===== config.mk =====
export PLATFORM = sky130hd
export DESIGN_NAME = alu_arbiter
export DESIGN_NICKNAME = d
export VERILOG_FILES = /design/src/rtl/alu_pkg.sv /design/src/rtl/alu.sv /design/src/rtl/alu_arbiter.sv
export SDC_FILE = /design/constraint.sdc
export NUM_CORES = 1
export LEC_CHECK = 0
export ABC_AREA = 1
export CORE_UTILIZATION = 59
export CTS_BUF_LIST = sky130_fd_sc_hd__clkbuf_16
export DETAILED_ROUTE_END_ITERATION = 7
export GPL_ROUTABILITY_DRIVEN = 0
export PLACE_DENSITY_LB_ADDON = 0.08
export SKIP_CTS_REPAIR_TIMING = 1
export SYNTH_ARGS = -nofsm -noshare
export SYNTH_HDL_FRONTEND = slang
export SYNTH_SLANG_ARGS = --single-unit

===== constraint.sdc =====
create_clock -name clk -period 7.5 [get_ports clk]
set_input_delay 2.25 -clock clk [delete_from_list [all_inputs] [get_ports clk]]
set_output_delay 2.25 -clock clk [all_outputs]
set_load 0.01 [all_outputs]

===== src/rtl/alu_pkg.sv =====
// Shared definitions for the ALU and the two-requester ALU arbiter:
// ALU control codes and the arbiter FSM state encoding.
package alu_pkg;

    localparam logic [3:0] ALU_AND = 4'b0000;
    localparam logic [3:0] ALU_OR  = 4'b0001;
    localparam logic [3:0] ALU_ADD = 4'b0010;
    localparam logic [3:0] ALU_SUB = 4'b0110;
    localparam logic [3:0] ALU_SLT = 4'b0111;

    typedef enum logic [1:0] {
        IDLE = 2'd0,
        EXEC = 2'd1,
        RESP = 2'd2
    } arb_state_e;

endpackage


===== src/rtl/alu.sv =====
// Combinational 32-bit ALU. Unknown control codes produce y=0, which also
// sets zero=1.
module alu
    import alu_pkg::*;
(
    input  logic [31:0] a_i,
    input  logic [31:0] b_i,
    input  logic [3:0]  ctrl_i,
    output logic [31:0] y_o,
    output logic        zero_o
);

    always_comb begin
        y_o = '0;
        case (ctrl_i)
            ALU_AND: y_o = a_i & b_i;
            ALU_OR:  y_o = a_i | b_i;
            ALU_ADD: y_o = a_i + b_i;
            ALU_SUB: y_o = a_i - b_i;
            ALU_SLT: y_o = {31'b0, ($signed(a_i) < $signed(b_i))};
            default: y_o = '0;
        endcase
        zero_o = (y_o == '0);
    end

endmodule


===== src/rtl/alu_arbiter.sv =====
// Two requesters share one ALU through an IDLE -> EXEC -> RESP handshake FSM,
// with round-robin or fixed-priority arbitration chosen by RR_EN.
module alu_arbiter
    import alu_pkg::*;
#(
    parameter int RR_EN = 1
) (
    input  logic        clk,
    input  logic        rst,

    input  logic        req0_valid,
    output logic        req0_ready,
    input  logic [31:0] req0_a,
    input  logic [31:0] req0_b,
    input  logic [3:0]  req0_ctrl,

    input  logic        req1_valid,
    output logic        req1_ready,
    input  logic [31:0] req1_a,
    input  logic [31:0] req1_b,
    input  logic [3:0]  req1_ctrl,

    output logic        rsp0_valid,
    input  logic        rsp0_ready,
    output logic [31:0] rsp0_y,
    output logic        rsp0_zero,

    output logic        rsp1_valid,
    input  logic        rsp1_ready,
    output logic [31:0] rsp1_y,
    output logic        rsp1_zero,

    output logic        busy
);

    arb_state_e  state_q, state_d;
    logic        grant_q, grant_d;
    logic        lastGrant_q, lastGrant_d;
    logic [31:0] operandA_q, operandA_d;
    logic [31:0] operandB_q, operandB_d;
    logic [3:0]  ctrl_q, ctrl_d;
    logic [31:0] rsp0Y_q, rsp0Y_d;
    logic        rsp0Zero_q, rsp0Zero_d;
    logic [31:0] rsp1Y_q, rsp1Y_d;
    logic        rsp1Zero_q, rsp1Zero_d;

    logic        pick;
    logic        anyValid;
    logic        grantReady;
    logic [31:0] aluY;
    logic        aluZero;

    alu u_alu (
        .a_i    (operandA_q),
        .b_i    (operandB_q),
        .ctrl_i (ctrl_q),
        .y_o    (aluY),
        .zero_o (aluZero)
    );

    // A tie goes to whoever was not served last in round-robin mode;
    // otherwise requester 0 wins whenever it is valid.
    assign anyValid   = req0_valid | req1_valid;
    assign pick       = ((RR_EN != 0) && req0_valid && req1_valid) ? ~lastGrant_q : ~req0_valid;
    assign grantReady = grant_q ? rsp1_ready : rsp0_ready;

    always_comb begin
        state_d     = state_q;
        grant_d     = grant_q;
        lastGrant_d = lastGrant_q;
        operandA_d  = operandA_q;
        operandB_d  = operandB_q;
        ctrl_d      = ctrl_q;
        rsp0Y_d     = rsp0Y_q;
        rsp0Zero_d  = rsp0Zero_q;
        rsp1Y_d     = rsp1Y_q;
        rsp1Zero_d  = rsp1Zero_q;
        req0_ready  = 1'b0;
        req1_ready  = 1'b0;

        case (state_q)
            IDLE: begin
                if (!rst && anyValid) begin
                    req0_ready  = ~pick;
                    req1_ready  = pick;
                    grant_d     = pick;
                    lastGrant_d = pick;
                    operandA_d  = pick ? req1_a : req0_a;
                    operandB_d  = pick ? req1_b : req0_b;
                    ctrl_d      = pick ? req1_ctrl : req0_ctrl;
                    state_d     = EXEC;
                end
            end
            EXEC: begin
                if (grant_q) begin
                    rsp1Y_d    = aluY;
                    rsp1Zero_d = aluZero;
                end else begin
                    rsp0Y_d    = aluY;
                    rsp0Zero_d = aluZero;
                end
                state_d = RESP;
            end
            RESP: begin
                if (grantReady) begin
                    state_d = IDLE;
                end
            end
            default: state_d = IDLE;
        endcase
    end

    always_ff @(posedge clk) begin
        if (rst) begin
            state_q     <= IDLE;
            grant_q     <= 1'b0;
            lastGrant_q <= 1'b1;
            operandA_q  <= '0;
            operandB_q  <= '0;
            ctrl_q      <= '0;
            rsp0Y_q     <= '0;
            rsp0Zero_q  <= 1'b1;
            rsp1Y_q     <= '0;
            rsp1Zero_q  <= 1'b1;
        end else begin
            state_q     <= state_d;
            grant_q     <= grant_d;
            lastGrant_q <= lastGrant_d;
            operandA_q  <= operandA_d;
            operandB_q  <= operandB_d;
            ctrl_q      <= ctrl_d;
            rsp0Y_q     <= rsp0Y_d;
            rsp0Zero_q  <= rsp0Zero_d;
            rsp1Y_q     <= rsp1Y_d;
            rsp1Zero_q  <= rsp1Zero_d;
        end
    end

    assign rsp0_valid = (state_q == RESP) && !grant_q;
    assign rsp1_valid = (state_q == RESP) &&  grant_q;
    assign rsp0_y     = rsp0Y_q;
    assign rsp0_zero  = rsp0Zero_q;
    assign rsp1_y     = rsp1Y_q;
    assign rsp1_zero  = rsp1Zero_q;
    assign busy       = (state_q != IDLE);

endmodule


# --- Word level (Yosys, flattened, before mapping) ---
# Index checks and enable logic that the tools add are counted.
word_totals:
  ff_bits: 138
op_classes:
  bitwise_logic: 7
  eq_ne: 8
  addsub: 2
  order_cmp: 1
  muxes: 13
  reduce_logical: 14
op_table:
  columns: ["op", "n"]
  rows:
  - ["32-bit case mux with 5 select lines", 1]
  - ["32-bit 2-to-1 mux", 2]
  - ["32-bit adder", 1]
  - ["32-bit bitwise AND", 1]
  - ["32-bit logical NOT", 1]
  - ["32-bit less-than comparator", 1]
  - ["32-bit OR", 1]
  - ["32-bit subtractor", 1]
  - ["4-bit by 3-bit == test with 1-bit output, second input constant", 2]
  - ["2-bit AND reduction", 4]
  - ["1-bit 2-to-1 mux", 6]
  - ["2-bit case mux with 3 select lines", 1]
  - ["4-bit by 1-bit == test with 1-bit output, second input constant", 1]
  - ["4-bit by 2-bit == test with 1-bit output, second input constant", 1]
  - ["1-bit logical AND", 4]
  - ["4-bit logical NOT", 1]
  - ["2-bit 2-to-1 mux", 2]
  - ["4-bit 2-to-1 mux", 1]
  - ["2-bit inequality test, second input constant", 2]
  - ["1-bit inverter", 4]
  - ["2-bit by 1-bit == test with 1-bit output, second input constant", 1]
  - ["2-bit == test, second input constant", 1]
  - ["1-bit logical NOT", 2]
  - ["2-bit logical NOT", 1]
  - ["other kinds (2)", 2]

# --- Depth between registers and ports, before layout ---
# Gate-level depths: netlist of the first run.
depth:
  ltp_word: 5
  depth_mapped: 21
  depth_no_buf: 21

# --- Hierarchy ---
# Synthesis of the first run repeated with hierarchy kept, for this count alone.
hier_totals:
  hier_cells: 2231
  hier_area_um2: 12573.3
by_module_without_submodules:
  columns: ["mod", "seq_area_each_um2", "area_each_um2", "instances", "cells_per_inst"]
  rows:
  - ["alu", 0.0, 6706.4, 1, 1392]
  - ["alu_arbiter", 2762.6, 5866.9, 1, 839]

# --- Worst setup path after synthesis of the first run ---
# No wires, ideal clock.
synth_path:
  path_type: "input port to output port"
  start: "input port rst"
  end: "output port req0_ready"
  required_time_ns: 5.250
  arrival_time_ns: 3.288
  slack_ns: 1.962
  stages: 7
  n_path_buf: 2
  path_cell_list: "clkbuf_1 inv_1 o21ai_0 nor2_1 inv_2 nor2_1 buf_2"
synth_between:
  elab_chain_len: 4
synth_lines:
  columns: ["element", "line_no", "rtl"]
  rows:
  - ["start, declared", "alu_arbiter.sv:9", "input logic rst,"]
  - ["1-bit logical NOT", "alu_arbiter.sv:83", "if (!rst && anyValid) begin"]
  - ["1-bit logical AND", "alu_arbiter.sv:83", null]
  - ["1-bit 2-to-1 mux", "alu_arbiter.sv:83", null]
  - ["1-bit 2-to-1 mux", "alu_arbiter.sv:81", "case (state_q)"]
  - ["end, declared", "alu_arbiter.sv:12", "output logic req0_ready,"]
# No other way between the ends.

# --- Final worst setup path of the first run ---
layout_path:
  start: "input port req1_valid"
  end: "output port req1_ready"
layout_between:
  elab_chain_len: 4
  elab_cells_between_ends: 6
  cone_classes: "mux (3); bitwise (1); reduce/logical (2)"
layout_lines:
  columns: ["element", "line_no", "rtl"]
  rows:
  - ["start, declared", "alu_arbiter.sv:17", "input logic req1_valid,"]
  - ["1-bit logical AND / 1-bit OR (equally long branches)", "alu_arbiter.sv:64, alu_arbiter.sv:63", null]
  - ["1-bit 2-to-1 mux / 1-bit logical AND (equally long branches)", "alu_arbiter.sv:64, alu_arbiter.sv:83", null]
  - ["1-bit 2-to-1 mux (*)", "alu_arbiter.sv:83", null]
  - ["1-bit 2-to-1 mux (*)", "alu_arbiter.sv:81", null]
  - ["end, declared", "alu_arbiter.sv:18", "output logic req1_ready,"]
# Mark *: on every way between the ends. The rest lies on a longest branch, timed or not.

==> results_dict.tcl, run 1 <==
set metrics [dict create \
    status "finished, violations left" \
    violations "design-rule violations" \
    synth_area_leaders "dfxtp_1 (23%), nand2_1 (21%), inv_1 (12%)" \
    hold_viol_final 0 \
    h-tree-depth 4 \
    ys_types 36 \
    synthCells 2004 \
    grt_pass1_vias 12300 \
    wirelength_mm 37.5 \
    clock_latency_ps 440 \
    yosys_warnings 0 \
    cts.sinks 138 \
    rrSetupSlack_ps 4340 \
    start_kind "primary input" \
    final_design_area_no_fill_um2 14600 \
    p_per_area_nw_per_um2 185 \
    num_vias 13700 \
    synth_top_area_share_pct 23.4 \
    setup_viol 0 \
    seq_area_um2 2760 \
    die_y_um 143 \
    final_cell_mix "nand2_1 (645), inv_1 (382), clkdlybuf4s50_1 (211)" \
    worstSetupEndpointType "output pin" \
    critPathLaunch "req1_valid" \
    core_um2 19500 \
    ir_drop_uv 158 \
    dieArea_um2 20600 \
    worstReg2RegEnd "rsp1_zero" \
    synth_compound_area_share_pct 16.1 \
    num_io_pins 213 \
    yosysSeqAreaShare_pct 23.4 \
    numPortBuffers 212 \
    syn-cell-area_um2 11800 \
    cts_tree "done" \
    dpl.hpwl_mm 28.5 \
    clock-root-buffer "clkbuf_16" \
    wire_per_inst_um 15.4 \
    worstPathRequired_ps 5250 \
    fillerInstances 1653 \
    ant_nets 0 \
    vias_per_cell 5.60 \
    cts_buffers 17 \
    tightest_slew_ps 927 \
    grt_antenna_before_repair 0 \
    critPathCapture "req1_ready" \
    drcViolationCount 10 \
    fin_crit_sh_pct 81.7 \
    final_util_pct 74.7 \
    grt_use_total_pct 36.7 \
    drtPass1Iterations 8 \
    slew_violations 0 \
    fp.dieW_um 143 \
    drt_iter0_drc 1465 \
    hp-class "reg2reg" \
    ys_seq_elements 138 \
    p_total_mw 2.70 \
    overflow 0 \
    yosysTopAreaCell "dfxtp_1" \
    synth_top_family_by_area "simple AND/OR/NAND/NOR gates" \
    tns_ps 0 \
    dpl-instance-area_um2 14000 \
    fmax_mhz 163 \
    syn_nets 2248 \
    rsz0062_at_grt "no" \
    slew_headroom_pct 37.7 \
    leakage_nw 7.16 \
    synth_adder_area_share_pct 10.9 \
    grt_max_degree 73 \
    synthMuxAreaShare_pct 0 \
    path_class "in2out" \
    finalClockSkew_ps 15.7 \
    reg2reg_depth 17 \
    multi_input_area_um2 7240 \
    clockBufferDepth 2 \
    crit_fanout 2 \
    layout_min_cycle_time_ps 6130 \
    synthSimpleGateAreaFrac_pct 34.2 \
    area_growth_pct 23.5 \
    clkTransAtPathRegs_ps 60 \
    drive_above_1_share_pct 2.80 \
    antenna_cells 0 \
    layout_commonest_cell "nand2_1" \
    final_net_count 2411 \
    maxCapViolCount 0 \
    num_rows 51 \
    synth-xor-area-share_pct 0.0742 \
    avgSynthCellArea_um2 5.89 \
    start_util_pct 60.4 \
    cp.arrival_ps 3880 \
    grt_pass1_wl_mm 59.3 \
    r2r-start "operandB_q[0]" \
]
[Yosys cell counts]
cell,instances
nand2_1,645
inv_1,380
dfxtp_1,138
nor2_1,137
nand3_1,132
ha_1,100
o21ai_0,87
a31oi_1,70
a21oi_1,69
o21bai_1,53
clkbuf_1,43
buf_2,29
o22ai_1,27
nand4_1,24
nor3_1,17
o211ai_1,9
nand3b_1,7
and2_1,4
buf_6,4
nand3_2,4
nor2_2,4
buf_4,3
nor3_2,3
fa_1,2
inv_2,2
a211oi_1,1
a21o_1,1
a221oi_1,1
a32o_1,1
a32oi_1,1
clkinv_1,1
nor3b_1,1
nor4_1,1
or2_1,1
or2_2,1
xor2_1,1
[state kept, by name, indices dropped and copies added (netlist names)]
name         cells
operandB_q      32
rsp0_zero        1
lastGrant_q      1
rsp0_y          32
rsp1_y          32
operandA_q      32
ctrl_q           4
grant_q          1
state_q          2
rsp1_zero        1
[worst max-delay path, cell delays in order]
cell and delay (ps):
clkdlybuf4s50_1 480, inv_1 40, o21ai_0 360, nand2_1 150
inv_2 80, clkdlybuf4s50_1 530
[report_power, final]
| part | switching, mW | internal (mW) |
|---|---|---|
| sequential | 0.0478 | 0.789 |
| clock | 0.359 | 0.523 |
| combinational | 0.620 | 0.356 |
| total | 1.03 | 1.67 |
[through the flow]
| step | setup WS (ps) | cells | hold WS (ps) |
|---|---|---|---|
| after CTS | 1390 | 2445 | 479 |
| after global placement | 1400 | 2413 | 444 |
| final | 1370 | 2445 | 474 |
| after floorplan | 1960 | 2004 | 424 |
| after detailed placement | 1400 | 2413 | 464 |
| after global routing | 1270 | 2445 | 498 |
[cell families after synthesis]
kind of cell             count (synthesis)
XOR/XNOR                                 1
AO/OA/AOI/OAI                          320
flip-flops                             138
adder cells (fa/ha/maj)                102
buffers and inverters                  462
AND/OR/NAND/NOR                        981
[metal layers]
layer,GRT usage (%),vias up,share of wire (%)
met4,18.1,0,4.3
met3,5.53,126,10
li1,-,6633,-
met2,56.8,795,43
met1,49.7,6147,43
met5,0,-,0
[layout make-up]
cell class                      instances  share of cell area [%]
Multi-Input combinational cell       1404                    49.7
Sequential cell                       138                    19.0
Timing Repair Buffer                  223                    15.1
Inverter                              383                    9.86
Clock buffer                           17                    2.92
Tap cell                              265                    2.27
Clock inverter                         15                    1.21
[how the worst min path moves through the flow]
stage	end	slack [ps]	cells after the start	from
after detailed placement	lastGrant_q	460	2	lastGrant_q
final	lastGrant_q	470	2	lastGrant_q
after floorplan	lastGrant_q	420	2	lastGrant_q
after CTS	lastGrant_q	480	2	lastGrant_q
after global routing	lastGrant_q	500	2	lastGrant_q
after global placement	lastGrant_q	440	2	lastGrant_q
Power figures use the tool's default switching activity.
==> inputs of run 2 (changes only) <==
CORE_UTILIZATION = 54   (was 59)
clock period = 5.8 ns   (was 7.5 ns; I/O delays follow)
==> run 2 against run 1 <==
- the run still ends with design-rule violations left
- combinational power rose by 29%
- clock power is 29% higher
- cell count is 0.41% higher
- global-route usage fell by 3.6 points
- clock skew decreased by 1.4 ps
- setup slack got worse by 730 ps
- sequential share of layout area is essentially flat
- critical path type unchanged
- highest routed layer unchanged
==> results_dict.tcl, run 2 (same netlist as run 1, synthesis figures left out) <==
set metrics [dict create \
    layout_min_cycle_time_ps 5160 \
    final_cell_mix "nand2_1 (645), inv_1 (383), clkdlybuf4s50_1 (211)" \
    cp.arrival_ps 3420 \
    drive_above_1_share_pct 2.75 \
    violations "design-rule violations" \
    layout_commonest_cell "nand2_1" \
    cts_buffers 17 \
    grt_pass1_vias 11900 \
    hp-class "reg2reg" \
    start_util_pct 55.6 \
    p_per_area_nw_per_um2 239 \
    die_y_um 150 \
    tns_ps 0 \
    maxCapViolCount 0 \
    seq_area_um2 2760 \
    overflow 0 \
    rsz0062_at_grt "no" \
    wirelength_mm 37.3 \
    grt_max_degree 73 \
    numPortBuffers 212 \
    ir_drop_uv 186 \
    fp.dieW_um 150 \
    setup_viol 0 \
    drtPass1Iterations 8 \
    tightest_slew_ps 797 \
    fin_crit_sh_pct 88.9 \
    dieArea_um2 22400 \
    clock-root-buffer "clkbuf_16" \
    multi_input_area_um2 7240 \
    status "finished, violations left" \
    fillerInstances 1995 \
    wl_met1_mm 17.0 \
    hold_viol_final 0 \
    worstSetupEndpointType "output pin" \
    highest_layer "met4" \
    h-tree-depth 4 \
    final_net_count 2411 \
    cts_tree "done" \
    drt_iter0_drc 1292 \
    met3WireLength_mm 3.13 \
    slew_violations 0 \
    p_total_mw 3.48 \
    finalClockSkew_ps 14.3 \
    start_kind "primary input" \
    fmax_mhz 194 \
    crit_fanout 2 \
    grt_pass1_wl_mm 58.7 \
    cts.sinks 138 \
    ant_nets 0 \
    area_growth_pct 23.6 \
    antenna_cells 0 \
    grt_antenna_before_repair 0 \
    clockBufferDepth 2 \
    path_class "in2out" \
    leakage_nw 7.16 \
    num_vias 13400 \
    worstPathRequired_ps 4060 \
    grt_use_total_pct 33.1 \
    clock_latency_ps 430 \
    clkTransAtPathRegs_ps 60 \
    rrSetupSlack_ps 2680 \
    drcViolationCount 1 \
    wl_met2_mm 15.9 \
    wire_per_inst_um 15.2 \
    vias_per_cell 5.47 \
    slew_headroom_pct 46.8 \
    dpl.hpwl_mm 28.7 \
    num_rows 53 \
    core_um2 21200 \
    final_util_pct 68.7 \
    num_io_pins 213 \
]
[run 2: worst paths after layout]
kind	startpoint	endpoint	cells past startpoint
worst max-delay path	req1_valid	req1_ready	6
worst min-delay path	lastGrant_q	lastGrant_q	2
worst max register to register	operandA_q[0]	rsp1_zero	17
worst min register to register	lastGrant_q	lastGrant_q	2
[run 2: stage by stage]
| step | std cells | instance area [µm²] | hold slack, ps | setup slack, ps |
|---|---|---|---|---|
| 2_1_floorplan | 2004 | 11800 | 424 | 1280 |
| 3_3_place_gp | 2423 | 14000 | 444 | 619 |
| 3_5_place_dp | 2423 | 14000 | 455 | 638 |
| 4_1_cts | 2455 | 14600 | 471 | 630 |
| 5_1_grt | 2455 | 14600 | 491 | 496 |
| 6_report | 2455 | 14600 | 472 | 642 |
[run 2: worst max-delay path, stage by stage]
cell	delay (ps)
clkdlybuf4s50_1	530
inv_1	50
o21ai_0	350
nand2_1	150
inv_2	80
clkdlybuf4s50_1	520
[run 2: report_power, final]
group | switching (mW) | internal, mW | total [mW] | leakage, nW
Sequential | 0.0611 | 1.02 | 1.08 | 1.13
Clock | 0.464 | 0.678 | 1.14 | 0.291
Combinational | 0.800 | 0.460 | 1.26 | 5.75
[run 2: cell type report]
type,count,share of cell area (%)
clock buffers,17,2.92
clock inverters,15,1.20
inverters,383,9.86
multi-input cells,1404,49.7
flip-flops and latches,138,18.9
well taps,275,2.36
repair buffers,223,15.1
[run 2: metal layers]
metal  GRT usage (%)  vias up
li1                -     6620
met4            12.7        0
met5               0        -
met2            52.1      689
met3            3.29      100
met1            46.5     6016
